<file path="src/rtl/bcd_pkg.sv">
// ============================================================================
// Module  : bcd_pkg
// Brief   : Shared FSM state type and digit constants for binary_to_bcd_seq.
// Revision: 1.0
// ============================================================================
`default_nettype none

package bcd_pkg;

  typedef enum logic [1:0] {
    IDLE  = 2'd0,
    SHIFT = 2'd1,
    DONE  = 2'd2
  } state_t;

  localparam logic [3:0] BCD_ADJ_THRESH = 4'd5;
  localparam logic [3:0] BCD_ADJ        = 4'd3;

  function automatic int bcd_digit_width();
    return 4;
  endfunction

endpackage

`default_nettype wire

</file>
<file path="src/rtl/bcd_digit_adjust.sv">
// ============================================================================
// Module  : bcd_digit_adjust
// Brief   : Double-dabble per-digit correction: add 3 to any digit >= 5.
// Revision: 1.0
// ============================================================================
`default_nettype none

module bcd_digit_adjust
  import bcd_pkg::*;
(
  input  logic [3:0] digit_i,
  output logic [3:0] digit_o
);

  // 4-bit wrap is intended; the decimal carry travels with the next shift.
  assign digit_o = (digit_i >= BCD_ADJ_THRESH) ? (digit_i + BCD_ADJ) : digit_i;

endmodule

`default_nettype wire

</file>
<file path="src/rtl/binary_to_bcd_seq.sv">
// ============================================================================
// Module  : binary_to_bcd_seq
// Brief   : Sequential shift-and-add-3 binary-to-BCD converter, one bit per clock.
// Revision: 1.0
// ============================================================================
`default_nettype none

module binary_to_bcd_seq
  import bcd_pkg::*;
#(
  parameter int WIDTH  = 8,
  parameter int DIGITS = 3
) (
  input  logic                  clk,
  input  logic                  rst,
  input  logic                  start,
  input  logic [WIDTH-1:0]      bin,
  output logic                  busy,
  output logic                  done,
  output logic [4*DIGITS-1:0]   bcd,
  output logic                  overflow
);

  localparam int DW    = bcd_digit_width();
  localparam int BCD_W = DW * DIGITS;
  localparam int CNT_W = (WIDTH > 1) ? $clog2(WIDTH) : 1;

  state_t             state_q;
  logic [CNT_W-1:0]   cnt_q;
  logic [WIDTH-1:0]   shift_q;
  logic [BCD_W-1:0]   digits_q;
  logic               ovf_q;
  logic               busy_q;
  logic               done_q;
  logic [BCD_W-1:0]   bcd_q;
  logic               overflow_q;

  logic [BCD_W-1:0]   digits_adj;
  logic [BCD_W-1:0]   digits_d;
  logic [WIDTH-1:0]   shift_d;
  logic               carry_out;
  logic               ovf_d;
  logic               last_iter;

  for (genvar g = 0; g < DIGITS; g++) begin : g_adj
    bcd_digit_adjust u_adj (
      .digit_i (digits_q[DW*g +: DW]),
      .digit_o (digits_adj[DW*g +: DW])
    );
  end

  // Anything leaving the top digit means the value no longer fits in DIGITS.
  assign {carry_out, digits_d, shift_d} = {digits_adj, shift_q, 1'b0};
  assign ovf_d     = ovf_q | carry_out;
  assign last_iter = (cnt_q == CNT_W'(WIDTH - 1));

  always_ff @(posedge clk or posedge rst) begin
    if (rst) begin
      state_q    <= IDLE;
      cnt_q      <= '0;
      shift_q    <= '0;
      digits_q   <= '0;
      ovf_q      <= 1'b0;
      busy_q     <= 1'b0;
      done_q     <= 1'b0;
      bcd_q      <= '0;
      overflow_q <= 1'b0;
    end else begin
      case (state_q)
        IDLE, DONE: begin
          done_q <= 1'b0;
          if (start) begin
            shift_q  <= bin;
            digits_q <= '0;
            cnt_q    <= '0;
            ovf_q    <= 1'b0;
            busy_q   <= 1'b1;
            state_q  <= SHIFT;
          end else begin
            busy_q  <= 1'b0;
            state_q <= IDLE;
          end
        end
        SHIFT: begin
          digits_q <= digits_d;
          shift_q  <= shift_d;
          ovf_q    <= ovf_d;
          cnt_q    <= cnt_q + CNT_W'(1);
          if (last_iter) begin
            bcd_q      <= digits_d;
            overflow_q <= ovf_d;
            busy_q     <= 1'b0;
            done_q     <= 1'b1;
            state_q    <= DONE;
          end
        end
        default: begin
          busy_q  <= 1'b0;
          done_q  <= 1'b0;
          state_q <= IDLE;
        end
      endcase
    end
  end

  assign busy     = busy_q;
  assign done     = done_q;
  assign bcd      = bcd_q;
  assign overflow = overflow_q;

endmodule

`default_nettype wire

</file>
<file path="config.mk">
export PLATFORM = sky130hd
export DESIGN_NAME = binary_to_bcd_seq
export DESIGN_NICKNAME = d
export VERILOG_FILES = /design/src/rtl/bcd_pkg.sv /design/src/rtl/bcd_digit_adjust.sv /design/src/rtl/binary_to_bcd_seq.sv
export SDC_FILE = /design/constraint.sdc
export NUM_CORES = 1
export LEC_CHECK = 0
export ABC_AREA = 1
export CAP_MARGIN = 30
export CORE_ASPECT_RATIO = 1.4
export CORE_MARGIN = 3
export CORE_UTILIZATION = 54
export DETAILED_ROUTE_END_ITERATION = 8
export PLACE_DENSITY = 0.83
export SLEW_MARGIN = 30
export SYNTH_ARGS = -nofsm -noshare
export SYNTH_HDL_FRONTEND = slang
export SYNTH_SLANG_ARGS = --single-unit
</file>
<file path="constraint.sdc">
create_clock -name clk -period 1.5 [get_ports clk]
set_input_delay 0.3 -clock clk [delete_from_list [all_inputs] [get_ports clk]]
set_output_delay 0.3 -clock clk [all_outputs]
set_load 0.02 [all_outputs]
</file>
# Word-level counts from Yosys, hierarchy flattened

Index checks and enable logic that the tools add are counted.

Register bits: 41
Logic and storage cells: 46
Input bits: 11

Multiplexer cells: 19
Add/sub/neg operators: 4
Bitwise gates (word level): 1
Equal/unequal tests: 5
Reduce and logical (&&, ||, !) cells: 5
Order comparisons: 3

Operators by type and width:

| cell                                                                                | count |
|---|---|
| 12-bit one-hot mux with 2 select lines                                              | 1 |
| 8-bit one-hot mux with 2 select lines                                               | 1 |
| 4-bit by 2-bit adder with 4-bit output, second input constant                       | 3 |
| 4-bit by 3-bit greater-or-equal comparator with 1-bit output, second input constant | 3 |
| 12-bit two-way mux                                                                  | 1 |
| 4-bit two-way mux                                                                   | 3 |
| 8-bit two-way mux                                                                   | 1 |
| 1-bit two-way mux                                                                   | 6 |
| 3-bit one-hot mux with 2 select lines                                               | 1 |
| 2-bit != test, second input constant                                                | 2 |
| 1-bit one-hot mux with 2 select lines                                               | 2 |
| 2-bit one-hot mux with 2 select lines                                               | 1 |
| 2-bit AND reduction                                                                 | 2 |
| 3-bit by 1-bit adder with 3-bit output, second input constant                       | 1 |
| 3-bit == test, second input constant                                                | 1 |
| 3-bit two-way mux                                                                   | 1 |
| 2-bit by 1-bit == test with 1-bit output, second input constant                     | 1 |
| 2-bit == test, second input constant                                                | 1 |
| 2-bit zero test                                                                     | 1 |
| 2-bit two-way mux                                                                   | 1 |
| 2-bit nonzero test                                                                  | 1 |
| 2-bit OR reduction                                                                  | 1 |
| 1-bit OR                                                                            | 1 |

# Longest topological paths before layout

Depth in word-level cells: 4
Mapped depth: 10
Mapped depth without buffers: 10

# Cells and area by module

A second synthesis with hierarchy kept.

Cells, all modules: 269
Area, all modules: 2218.4 µm²

Modules (own cells, without submodules):

| module            | sequential area each (µm²) | instances | cells each | area each (µm²) |
|---|---|---|---|---|
| binary_to_bcd_seq | 1001.0                     | 1         | 200        | 1813.0 |
| bcd_digit_adjust  | 0.0                        | 3         | 23         | 135.1 |

# Worst setup path after synthesis

No wires, ideal clock.

Path type: register to register
From: register cnt_q[0]
To: register bcd_q[10], in the netlist bcd[10]
Stages on the path, launching flop included: 9
Buffers on the path: 1
Library setup time: 0.065 ns
Required time: 1.435 ns
Data arrival time: 1.167 ns
Clock period less this slack: 1.231 ns
Slack: 0.269 ns
Cell sequence: dfrtp_1 -> ha_1 -> ha_1 -> inv_1 -> nor2_2 -> inv_2 -> buf_6 -> nand2_1 -> nand2_1

Longest elaborated chain between the ends: 2

RTL lines:

| what                          | line                    | source |
|---|---|---|
| from (decl)                   | binary_to_bcd_seq.sv:29 | `logic [CNT_W-1:0] cnt_q;` |
| from (signal assigned)        | binary_to_bcd_seq.sv:88 | `cnt_q <= cnt_q + CNT_W'(1);` |
| 3-bit == test                 | binary_to_bcd_seq.sv:55 | `assign last_iter = (cnt_q == CNT_W'(WIDTH - 1));` |
| 2-bit AND reduction (no line) | --                      |  |
| to (signal assigned)          | binary_to_bcd_seq.sv:90 | `bcd_q <= digits_d;` |
| to (decl)                     | binary_to_bcd_seq.sv:35 | `logic [BCD_W-1:0] bcd_q;` |

No other way between the ends.
A chain may end at the register's enable or synchronous reset.

# Final worst setup path

From: register digits_q[0]
To: register digits_q[2]

Longest elaborated chain between the ends: 3
Elaborated cells between the ends (all ways): 4

RTL lines:

| what                                                                                                                   | line                    | source |
|---|---|---|
| from (decl)                                                                                                            | binary_to_bcd_seq.sv:31 | `logic [BCD_W-1:0] digits_q;` |
| from (signal assigned)                                                                                                 | binary_to_bcd_seq.sv:85 | `digits_q <= digits_d;` |
| 4-bit by 2-bit adder with 4-bit output or 4-bit by 3-bit greater-or-equal comparator with 1-bit output (tied branches) | bcd_digit_adjust.sv:16  | `assign digit_o = (digit_i >= BCD_ADJ_THRESH) ? (digit_i + BCD_ADJ) : digit_i;` |
| 4-bit two-way mux *                                                                                                    | bcd_digit_adjust.sv:16  |  |
| 12-bit one-hot mux with 2 select lines *                                                                               | binary_to_bcd_seq.sv:69 | `case (state_q)` |

Mark *: on every way between the ends. The rest lies on a longest branch, timed or not.

==> results.md <==
* Synth area leader: dfrtp_1
* Pre-CTS WS at between 0.08 and 0.09 ns
* Final Hold Viols at 0
* Largest net degree at the start of global routing at 41
* Worst path cell trace: inv_1 > ha_1 > inv_1 > o21ai_2 > nand2_2 > nand2_1 > nand3_1 > nand2_1
* Post-CTS Hold Fix Bufs at 0
* Final antenna-violating net count at 0
* Drt first pass iters at 4
* Number of synthesized register bits at 40
* Yosys cell types at 19
* Fin nets at 265
* Final min period at 1.38 ns
* Area share of the largest cell type after synthesis at between 50 and 60%
* Die Wd at 55.9 um
* Final Max Tran Viols at 0
* Final Cycle Share at 92.2%
* Die height at 75.8 um
* Bufs and invs on worst path at 2
* Top sig layer: met4
* Syn. warnings at 0
* Final WS setup at 0.117 ns
* Total CTS buffers at 5
* DP Cell Count at 277
* Hold WS at ~0.36 ns
* Final Skew at ~0.0053 ns
* Ratio of cells with drive above 1 in the final layout at between 10% and 20%
* Worst Tran Pin Value at 0.324 ns
* Crit-path slowest cell: dfrtp_2
* DR vias/cell at 5.22
* Crit-path leading delay family: flip-flops
* Crit start category: flip-flop
* Post-route non-filler standard cell count at 286
* Wire per inst at about 13 um
* First-pass GRT wire length at 6.49 mm
* Sequential area share after synthesis at 53.2%
* Most common cell after layout, fill and taps aside: nand2_1
* CTS tree: yes
* DP HPWL at ~2.6 mm
* Post-Syn Area at 1880 um^2
* P per Cell Area at roughly 2300 nW/um^2
* Slew HR at 78.2%
* Mean Syn Cell Area at 8.75 um^2
* Crit path DAT at 1.61 ns
* Total congestion overflow at 0
* Most frequent cells in the layout: 58 x nand2_1, 39 x dfrtp_1, 23 x nand3_1
* WL final at 3.65 mm
* Reg2reg start: digits_q[0]$_DFFE_PP0P_
* Clk slew on worst S/H paths at 0.08 ns
* Fmax achieved at 723 MHz
* Total chip power at 5.25 mW
* CTS root buffer: clkbuf_8
* WL met3 at 175 um
* Fillers at 272
* Core ar. at 3210 um^2
* CP peak stage delay at 0.42 ns
* Synth top area cells: dfrtp_1 53%, nand2_1 12%, nand3_1 6.1%
* # H-tree levels at 2
* Syn Nets at ~230
* Worst-Skew Late Latency at 0.29 ns
* CP required at 1.73 ns
* CTS Sinks at 40
* Worst vdd ir at 1500 uV
* Worst Hold Class: primary input to async pin
* Setup TNS at 0 ns
* Initial antenna violation count at 0
* GP Congestion at 0.841
* Pleak at approximately 1.2 nW
* Ant diodes at 0
* Initial core utilization at 58.6%
* # IOs at 26
* Final Setup Violations at 0
* Initial DRC Count at 38
* R2r setup slk at 0.12 ns
* # DRC at 0
* Cells after Synth at 215
* CP Capture Type: flip-flop
* Crit Path Class: flip-flop to flip-flop
* Number of port buffers at 25
* Status: finished, final reports clean
* Max Cap Violations at 0
* Rows at 24
* Vias in the first global route at 1439
* Crit path from: digits_q[0]$_DFFE_PP0P_
* Metal2 WL at 1.88 mm
* Clk buf depth at 2
* Die area at 4240 um^2
* Max FO, Critical Path at 4
* Final non-filler cell area at between 2000 and 2500 um^2
* DP Area at roughly 2200 um^2
* Met1 WL at ~1.5 mm
* Total number of vias at 1494
* Post-layout util at 70.4%
* Syn-to-layout area delta at 20.1%
* GRT Total Usage at about a fifth
==> area by class of cell <==
class | count | area (um^2) | area share [%]
Inverter | 23 | 88.8 | 3.93
Sequential cell | 40 | 1000 | 44.3
Multi-Input combinational cell | 145 | 739 | 32.7
Tap cell | 39 | 48.8 | 2.16
Timing Repair Buffer | 31 | 289 | 12.8
Clock inverter | 2 | 10.0 | 0.443
Clock buffer | 6 | 82.6 | 3.65
==> repair_timing <==
| action | CTS | global route |
|---|---|---|
| endpoints found under the setup margin | 15 | 6 |
| gates resized for setup | 15 | 4 |
| pin swaps | 0 | 1 |
| setup buffers | 0 | 1 |
| hold endpoints to repair | 0 | 0 |
==> cells by family (layout without fill, tap and decap cells) <==
logic type,Yosys count,count (layout),share of synthesized area (%)
buf+inv,30,62,7.65
fa+ha+maj,8,8,5.32
compound gates,34,34,11.4
simple gates,103,103,22.5
flops,40,40,53.2
==> power by group <==
group,internal (mW),switching (mW),leakage (nW)
combinational,0.976,1.59,0.649
sequential,1.61,0.342,0.491
clock,0.367,0.369,0.0510
total,2.95,2.30,1.19
==> tightest hold or removal path, stage by stage <==
cell and delay [ns]:
clkdlybuf4s50_1 0.40, inv_1 0.09, buf_12 0.23
==> sequential cells by signal (all words and copies together), names as in the netlist <==
register  count
cnt_q         3
overflow      1
shift_q       8
busy          1
digits_q     12
ovf_q         1
bcd          12
state_q       2
==> synthesized netlist by cell type, drive strengths merged <==
library cell and count:
o22ai 11, nand2 61, a22o 3, o211ai 2
inv 23, ha 8, a21oi 3, buf 7
nor2 19, o21a 1, o21ai 14, nand3 23
dfrtp 40
==> path summary, 6_finish.rpt <==
check / end / depth (start not counted)
setup reg to reg: digits_q[2]$_DFFE_PP0P_ / 8
min in group clk: bcd[8]$_DFFE_PP0P_ / 2
setup / recovery: digits_q[2]$_DFFE_PP0P_ / 8
hold / removal: digits_q[6]$_DFFE_PP0P_ / 3
max in group asynchronous: digits_q[0]$_DFFE_PP0P_ / 3
hold reg to reg: bcd[8]$_DFFE_PP0P_ / 2
==> layer usage <==
metal | vias up | global-route usage, %
met1 | 690 | 23.8
met3 | 6 | 5.25
li1 | 762 | -
met5 | - | 0
met2 | 36 | 35.3
met4 | 0 | 8.97
Note: power is estimated with default switching activity, not from simulation.
